File: src/rtl/tboom_rename_map_table.sv
// Two-wide register rename map table fed by tboom_freelist_buffer pops.
// Define TBOOM_RMT_CKPT_EN to add map snapshot checkpoint/restore support.
module tboom_rename_map_table #(
    parameter int AREG_WIDTH = 5,
    parameter int PREG_WIDTH = 6
) (
    input  logic                  clk,
    input  logic                  rst,
    input  logic                  in_valid,
    output logic                  in_ready,
    input  logic [AREG_WIDTH-1:0] i0_rs1,
    input  logic [AREG_WIDTH-1:0] i0_rs2,
    input  logic [AREG_WIDTH-1:0] i0_rd,
    input  logic                  i0_rd_en,
    input  logic [AREG_WIDTH-1:0] i1_rs1,
    input  logic [AREG_WIDTH-1:0] i1_rs2,
    input  logic [AREG_WIDTH-1:0] i1_rd,
    input  logic                  i1_rd_en,
    output logic                  fl_i0_read_enable,
    output logic                  fl_i1_read_enable,
    input  logic [PREG_WIDTH-1:0] fl_i0_data,
    input  logic [PREG_WIDTH-1:0] fl_i1_data,
    input  logic                  fl_empty,
    input  logic                  fl_one_remaining,
    output logic                  fl_checkpoint,
    output logic                  fl_restore,
    input  logic                  checkpoint,
    input  logic                  restore,
    output logic                  ckpt_done,
    output logic                  out_valid,
    output logic [PREG_WIDTH-1:0] i0_prs1,
    output logic [PREG_WIDTH-1:0] i0_prs2,
    output logic [PREG_WIDTH-1:0] i0_prd,
    output logic [PREG_WIDTH-1:0] i0_stale_prd,
    output logic [PREG_WIDTH-1:0] i1_prs1,
    output logic [PREG_WIDTH-1:0] i1_prs2,
    output logic [PREG_WIDTH-1:0] i1_prd,
    output logic [PREG_WIDTH-1:0] i1_stale_prd
);
    localparam int NREG = 1 << AREG_WIDTH;

    logic [PREG_WIDTH-1:0] map      [NREG];
    logic [PREG_WIDTH-1:0] map_next [NREG];

    logic                  s1_valid, s1_a0, s1_a1;
    logic [AREG_WIDTH-1:0] s1_i0_rs1, s1_i0_rs2, s1_i0_rd;
    logic [AREG_WIDTH-1:0] s1_i1_rs1, s1_i1_rs2, s1_i1_rd;

    logic                  a0_in, a1_in, fl_block, accept, restore_eff, s2_fire;
    logic [1:0]            need;
    logic [PREG_WIDTH-1:0] prd0, prd1;

    // Writes to arch register 0 never allocate a physical register.
    assign a0_in    = i0_rd_en && (i0_rd != '0);
    assign a1_in    = i1_rd_en && (i1_rd != '0);
    assign need     = {1'b0, a0_in} + {1'b0, a1_in};
    assign fl_block = ((need == 2'd2) && (fl_empty || fl_one_remaining)) ||
                      ((need == 2'd1) && fl_empty);

`ifdef TBOOM_RMT_CKPT_EN
    logic [PREG_WIDTH-1:0] snapshot [NREG];
    logic                  ckpt_pending, ckpt_q, ckpt_active, ckpt_fire;

    assign restore_eff   = restore && !rst;
    assign ckpt_active   = ckpt_pending || (checkpoint && !ckpt_q);
    assign ckpt_fire     = ckpt_active && !s1_valid && !restore && !rst;
    assign in_ready      = !rst && !restore && !ckpt_active && !fl_block;
    assign fl_checkpoint = ckpt_fire;
    assign ckpt_done     = ckpt_fire;
    assign fl_restore    = restore_eff;

    // Snapshot waits for stage 1 to drain so no popped tag is lost from it.
    always_ff @(posedge clk or posedge rst) begin
        if (rst) begin
            ckpt_pending <= 1'b0;
            ckpt_q       <= 1'b0;
            for (int i = 0; i < NREG; i++) snapshot[i] <= PREG_WIDTH'(i);
        end else begin
            ckpt_q <= checkpoint;
            if (restore || ckpt_fire) ckpt_pending <= 1'b0;
            else if (ckpt_active)     ckpt_pending <= 1'b1;
            if (ckpt_fire) snapshot <= map_next;
        end
    end
`else
    logic unused_ckpt;
    assign unused_ckpt   = checkpoint ^ restore;
    assign restore_eff   = 1'b0;
    assign in_ready      = !rst && !fl_block;
    assign fl_checkpoint = 1'b0;
    assign ckpt_done     = 1'b0;
    assign fl_restore    = 1'b0;
`endif

    // Pops are packed: a lone slot-1 allocation uses the slot-0 freelist port.
    assign accept            = in_valid && in_ready;
    assign fl_i0_read_enable = accept && (a0_in || a1_in);
    assign fl_i1_read_enable = accept && a0_in && a1_in;

    always_ff @(posedge clk or posedge rst) begin
        if (rst) begin
            s1_valid  <= 1'b0;
            s1_a0     <= 1'b0;
            s1_a1     <= 1'b0;
            s1_i0_rs1 <= '0;
            s1_i0_rs2 <= '0;
            s1_i0_rd  <= '0;
            s1_i1_rs1 <= '0;
            s1_i1_rs2 <= '0;
            s1_i1_rd  <= '0;
        end else begin
            s1_valid <= accept;
            if (accept) begin
                s1_a0     <= a0_in;
                s1_a1     <= a1_in;
                s1_i0_rs1 <= i0_rs1;
                s1_i0_rs2 <= i0_rs2;
                s1_i0_rd  <= i0_rd;
                s1_i1_rs1 <= i1_rs1;
                s1_i1_rs2 <= i1_rs2;
                s1_i1_rd  <= i1_rd;
            end
        end
    end

    assign s2_fire = s1_valid && !restore_eff;
    assign prd0    = s1_a0 ? fl_i0_data : '0;
    assign prd1    = !s1_a1 ? '0 : (s1_a0 ? fl_i1_data : fl_i0_data);

    function automatic logic [PREG_WIDTH-1:0] lookup(input logic [AREG_WIDTH-1:0] idx);
        if (idx == '0) return '0;
        return map[idx];
    endfunction

    // Slot 1 is program-later, so it sees slot 0's fresh destination.
    function automatic logic [PREG_WIDTH-1:0] lookup_i1(input logic [AREG_WIDTH-1:0] idx);
        if (s1_a0 && (idx == s1_i0_rd)) return prd0;
        return lookup(idx);
    endfunction

    always_comb begin
        map_next = map;
        if (s2_fire && s1_a0) map_next[s1_i0_rd] = prd0;
        if (s2_fire && s1_a1) map_next[s1_i1_rd] = prd1;
    end

    always_ff @(posedge clk or posedge rst) begin
        if (rst) begin
            for (int i = 0; i < NREG; i++) map[i] <= PREG_WIDTH'(i);
`ifdef TBOOM_RMT_CKPT_EN
        end else if (restore_eff) begin
            map <= snapshot;
`endif
        end else begin
            map <= map_next;
        end
    end

    always_ff @(posedge clk or posedge rst) begin
        if (rst) begin
            out_valid    <= 1'b0;
            i0_prs1      <= '0;
            i0_prs2      <= '0;
            i0_prd       <= '0;
            i0_stale_prd <= '0;
            i1_prs1      <= '0;
            i1_prs2      <= '0;
            i1_prd       <= '0;
            i1_stale_prd <= '0;
        end else begin
            out_valid <= s2_fire;
            if (s2_fire) begin
                i0_prs1      <= lookup(s1_i0_rs1);
                i0_prs2      <= lookup(s1_i0_rs2);
                i0_prd       <= prd0;
                i0_stale_prd <= s1_a0 ? map[s1_i0_rd] : '0;
                i1_prs1      <= lookup_i1(s1_i1_rs1);
                i1_prs2      <= lookup_i1(s1_i1_rs2);
                i1_prd       <= prd1;
                i1_stale_prd <= !s1_a1 ? '0 :
                                ((s1_a0 && (s1_i1_rd == s1_i0_rd)) ? prd0 : map[s1_i1_rd]);
            end
        end
    end
endmodule

File: config.mk
export PLATFORM = sky130hd
export DESIGN_NAME = tboom_rename_map_table
export DESIGN_NICKNAME = d
export VERILOG_FILES = /design/src/rtl/tboom_rename_map_table.sv
export SDC_FILE = /design/constraint.sdc
export NUM_CORES = 1
export LEC_CHECK = 0
export ABC_CLOCK_PERIOD_IN_PS = 15800
export BUFFER_PORTS_ARGS = -buffer_cell sky130_fd_sc_hd__buf_2
export CAP_MARGIN = 0
export CORE_MARGIN = 2
export CORE_UTILIZATION = 40
export DETAILED_ROUTE_END_ITERATION = 10
export HOLD_SLACK_MARGIN = 0.12
export PLACE_DENSITY = 0.64
export SYNTH_ARGS = -nofsm -noshare
export SYNTH_HDL_FRONTEND = slang
export SYNTH_SLANG_ARGS = --single-unit
export TNS_END_PERCENT = 50
File: constraint.sdc
create_clock -name clk -period 15.8 [get_ports clk]
set_input_delay 0.79 -clock clk [delete_from_list [all_inputs] [get_ports clk]]
set_output_delay 0.79 -clock clk [all_outputs]
set_load 0.005 [all_outputs]
=== Word level (Yosys, flattened, before mapping) ===
Cells that the tools add are included.
Widths: inputs -> output; s select.

* Memories kept: 0
* Input port bits: 51
* Memory bits (read-only): 0
* Bits in registers: 274
* RAM bits: 0
* Latch bits: 0
* Word-level logic and storage cells: 155

* Add/subtract/negate cells: 1
* Bitwise operators: 6
* Divide/modulo/power cells: 0
* Multiply operators: 0
* Reduce and logical (&&, ||, !) cells: 27
* Eq/ne operators: 5
* Muxes and demuxes: 58
* Magnitude comparators: 8
* Shift-type cells: 0

{| class="wikitable"
|+ Operators by type and width
! operator !! number
|-
| $bwmux 192 || 2
|-
| $mux 192 || 2
|-
| $mux 6 || 32
|-
| $bmux 6 s5 || 6
|-
| $demux 6 s5 || 2
|-
| $ge 6x6->1 const B || 6
|-
| $not 5->6 || 6
|-
| $logic_not 5->1 || 4
|-
| $logic_and 1x1->1 || 16
|-
| $eq 5x5->1 || 3
|-
| $mux 1 || 14
|-
| $lt 6x1->1 const B || 2
|-
| $reduce_bool 5->1 || 2
|-
| $logic_or 1x1->1 || 3
|-
| $add 1x1->2 || 1
|-
| $eq 2x1->1 const B || 1
|-
| $eq 2x2->1 const B || 1
|-
| $logic_not 1->1 || 2
|}

=== Longest topological paths before layout ===
* Depth in word-level cells: 11
* Gate-level depth with buffers: 10

=== Worst setup path after synthesis ===
Ideal clock, no wire load.

* Kind: input port to output port
* Start point: input rst
* End point: output fl_i1_read_enable
* Path slack: 7.462 ns
* Cell stages on the path: 5
* Data required time: 15.010 ns
* Buffers on the path: 1
* Arrival: 7.548 ns
* Cells stage by stage: inv_1 > o21a_1 > nand2_1 > clkbuf_1 > nor3_1

* Cells in the longest elaborated chain, start to end: 5

{| class="wikitable"
|+ Ends and longest elaborated chain
! what !! line !! text
|-
| start: declaration || 8 || <nowiki>input logic rst,</nowiki>
|-
| $logic_not 1->1 (no line) || -- ||
|-
| $logic_and 1x1->1 || 89 || <nowiki>assign in_ready = !rst && !fl_block;</nowiki>
|-
| via in_ready || 10 || <nowiki>output logic in_ready,</nowiki>
|-
| $logic_and 1x1->1 || 96 || <nowiki>assign accept = in_valid && in_ready;</nowiki>
|-
| $logic_and 1x1->1 (2 in series) || 98 || <nowiki>assign fl_i1_read_enable = accept && a0_in && a1_in;</nowiki>
|-
| end: declaration || 20 || <nowiki>output logic fl_i1_read_enable,</nowiki>
|}

The timed path passes the listed nets, and every way through them passes these cells.

=== Worst setup path after layout ===
* Start point: input i1_rd[0]
* End point: output fl_i1_read_enable

* Cells in the longest elaborated chain, start to end: 11

{| class="wikitable"
|+ Ends and longest elaborated chain
! what !! line !! text
|-
| start: declaration || 17 || <nowiki>input logic [AREG_WIDTH-1:0] i1_rd,</nowiki>
|-
| $reduce_bool 5->1 (*) || 55 || <nowiki>assign a1_in = i1_rd_en && (i1_rd != '0);</nowiki>
|-
| $logic_and 1x1->1 (*) || 55 ||
|-
| via a1_in || 49 || <nowiki>logic a0_in, a1_in, fl_block, accept, restore_eff, s2_fire;</nowiki>
|-
| $add 1x1->2 || 56 || <nowiki>assign need = {1'b0, a0_in} + {1'b0, a1_in};</nowiki>
|-
| $eq 2x2->1 / $eq 2x1->1 (equally long branches) || 57, 58 ||
|-
| $logic_and 1x1->1, on equally long branches || 57, 58 ||
|-
| $logic_or 1x1->1 || 57 || <nowiki>assign fl_block = ((need == 2'd2) && (fl_empty || fl_one_remaining)) ||</nowiki>
|-
| $logic_not 1->1 || 89 ||
|-
| $logic_and 1x1->1 || 89 ||
|-
| $logic_and 1x1->1 || 96 ||
|-
| $logic_and 1x1->1 || 98 ||
|-
| $logic_and 1x1->1 (*) || 98 ||
|}

The timed path passes the listed nets; every way through them passes the cells marked *.

==> results.json <==
{
  "final_core_util_pct": 43.6,
  "peakVddDrop_mv": 0.0677,
  "crit_top_cell": "buf_2",
  "setup_violations": 0,
  "timing.final.max_slew_violations": 0,
  "ios": 106,
  "n_fill_cell": 5072,
  "crit_buf_inv": 3,
  "critPathArrivalTime_ns": 3.82,
  "cts.sinks": 274,
  "skew_ns": 0.0160,
  "tns_ns": 0,
  "cts_buffers": 31,
  "timing.final.crit_share_pct": 29.2,
  "synth_top_area_share_pct": 27.5,
  "initial_utilization_pct": 40.2,
  "grt_max_degree": 67,
  "crit_family": "simple AND/OR/NAND/NOR gates",
  "path_cells": "buf_2, or4_1, o21ai_0, inv_1, ha_1, a21oi_1, o21a_1, nand2_2, nor3_1, buf_2",
  "ys_seq_elements": 274,
  "nets": 1940,
  "holdCritPathClass": "input pin to asynchronous set/reset pin",
  "core_sq_mm": 0.0548,
  "min_period_ns": 4.61,
  "power_density_mw_per_mm2": 125,
  "postCtsSetupBuffers": 0,
  "dpl_cell_area_sq_mm": 0.0229,
  "overflow": 0,
  "whs_ns": 0.179,
  "die_w_um": 239,
  "antenna_left": 0,
  "yosys.area.top_type": "mux4_2",
  "viasPerCell": 7.10,
  "grt_first_pass_wirelength_um": 128000,
  "vias": 18600,
  "cp-start-kind": "input pin",
  "yosysWarningCount": 0,
  "worstMarginPinSlew_ns": 1.48,
  "hold_viol_final": 0,
  "n_antenna_cell": 0,
  "drc_errors": 0,
  "async_flop_share_pct": 100,
  "violations": "max-capacitance violations",
  "end_kind": "primary output",
  "syn_inst": 1916,
  "area_delta_synth_final_pct": 8.36,
  "cts_tree": "done",
  "rr_startpoint": "s1_i0_rd[0]",
  "fin_area_sq_mm": 0.0239,
  "globalplace.congestion": 1.04,
  "ys_types": 66,
  "slowest_delay_ns": 0.62,
  "clkSlewWorstSetupHoldPaths_ns": 0.06,
  "die_height_um": 239,
  "cts-resized-gates": 0,
  "ctsHoldBuffers": 0,
  "rrSetupSlack_ns": 11.85,
  "synth-edff-count": 0,
  "drtPass1Iterations": 6,
  "cts_buffer_depth": 3,
  "antenna_found_initial": 4,
  "cts_max_level": 1,
  "worst-r2r-cell-count": 6,
  "required_ns": 15.01,
  "port_buffers": 100,
  "clockRootBuffer": "clkbuf_16",
  "cp.depth": 10,
  "wl_per_cell_um": 34.1,
  "grt_pass1_vias": 17400,
  "critical_path_class": "input pin to primary output",
  "routed_wl_um": 89200,
  "synthTopCellsByArea": "mux4_2 27%, dfrtp_1 22%, mux2i_1 11%",
  "die_area_sq_mm": 0.0570,
  "track_usage_pct": 31.2,
  "worstPathMaxFanout": 37,
  "yosysSeqAreaShare_pct": 31.6,
  "clock_latency_ns": 0.60,
  "slew_headroom_pct": 1.05,
  "dpl.hpwl_um": 60100,
  "maxCapViolCount": 1,
  "r2r-end": "i0_stale_prd[5]",
  "critPathSlowestCell": "o21ai_0",
  "p_leak_uw": 0.00910,
  "fp-row-count": 86,
  "seqCellArea_sq_mm": 0.00698,
  "syn_avg_cell_area_sq_um": 11.5,
  "multi_input_area_sq_mm": 0.0141,
  "synth_flop_cell": "dfrtp_1",
  "drt-initial-drc-count": 3011,
  "fmax_ghz": 0.217,
  "status": "finished, violations left",
  "drive_above_1_share_pct": 35.0,
  "rsz0062_at_grt": "no",
  "netlist_area_sq_mm": 0.0220
}
-- cells in the mapped netlist, types with 3 or more instances --
cell type and instances:
nor4_1 7, dfstp_2 80, clkbuf_1 99, nand2_1 204, and2_1 8, mux4_1 8, o221ai_1 7, nor3b_1 7
or3b_2 4, xnor2_1 6, nand3_1 12, a21o_1 4, a31oi_1 9, o22ai_1 12, nor2b_1 15, and3b_1 3
o21ai_0 139, nand3b_1 6, buf_2 71, a22o_1 26, mux2i_1 251, or3_1 5, inv_1 10, and4b_1 3
mux4_2 269, nor2_2 24, xor2_1 9, buf_4 19, a22oi_1 42, and3_1 8, a222oi_1 6, o21ai_1 9
dfrtp_1 194, a21oi_1 78, mux2_2 69, nor2_1 93, nand4_1 7, buf_1 17, nor3_1 14, o211ai_1 13
a221oi_1 16
-- flip-flops by register name, indices dropped and copies added (netlist names), 5 cells and up --
name	count
i0_prs2	6
s1_i0_rs2	5
i1_prs2	6
i1_prd	6
s1_i1_rd	5
i1_stale_prd	6
s1_i0_rs1	5
i0_prs1	6
s1_i0_rd	5
i1_prs1	6
s1_i1_rs2	5
map	192
i0_prd	6
s1_i1_rs1	5
i0_stale_prd	6
-- metal layers --
metal	wire, um	global-route usage, %
met1	32800	41.6
met2	37700	44.7
met3	12500	10.5
met4	6230	16.8
met5	53	0
-- stage by stage --
stage / power [uW] / cells / worst slack (ns)
after floorplan: 1780 / 1918 / 7.46
after global placement: 2160 / 2558 / 11.11
after detailed placement: 2190 / 2558 / 11.10
after CTS: 2930 / 2615 / 11.09
after global routing: 3050 / 2615 / 10.90
final: 2970 / 2615 / 11.19
-- worst max-delay path by stage --
stage,start,to,slack [ns]
after floorplan,rst,fl_i1_read_enable,7.46
after global placement,i1_rd[0],fl_i1_read_enable,11.11
after detailed placement,i1_rd[0],fl_i1_read_enable,11.10
after CTS,i1_rd[0],fl_i1_read_enable,11.09
after global routing,i1_rd[0],fl_i1_read_enable,10.90
final,i1_rd[0],fl_i1_read_enable,11.19
-- kinds of logic (layout without fill, tap and decap cells) --
family          count (synthesis)  in the layout  share of synthesized area (%)
compound gates                375            375                           10.5
flops                         274            274                           31.6
mux                           598            598                           43.5
xor+xnor                       15             15                          0.596
other cells                     1              3                         0.0170
simple gates                  430            430                           9.01
buf+inv                       221            214                           4.69
fa+ha+maj                       2              2                          0.114
-- layout make-up --
class	count	share of cell area (%)
Clock buffer	45	3.76
Clock inverter	12	0.487
Inverter	10	0.189
Multi-Input combinational cell	1423	59.1
Sequential cell	274	29.2
Tap cell	704	3.69
Timing Repair Buffer	147	3.57
-- report_power, final --
part / internal [uW] / leakage, uW / switching (uW)
clock: 424 / 0.000504 / 314
sequential: 835 / 0.00341 / 248
combinational: 520 / 0.00519 / 632
-- layout by cell type (no fill, tap or decap), types with 16 or more instances in the layout --
cell type / Yosys / final
a21oi_1: 78 / 78
a221oi_1: 16 / 16
a22o_1: 26 / 26
a22oi_1: 42 / 42
buf_2: 71 / 100
buf_4: 19 / 47
clkbuf_16: 0 / 31
dfrtp_1: 194 / 182
dfstp_2: 80 / 80
mux2_2: 69 / 69
mux2i_1: 251 / 251
mux4_2: 269 / 269
nand2_1: 204 / 203
nor2_1: 93 / 93
nor2_2: 24 / 24
o21ai_0: 139 / 139
Power figures use the tool's default switching activity.
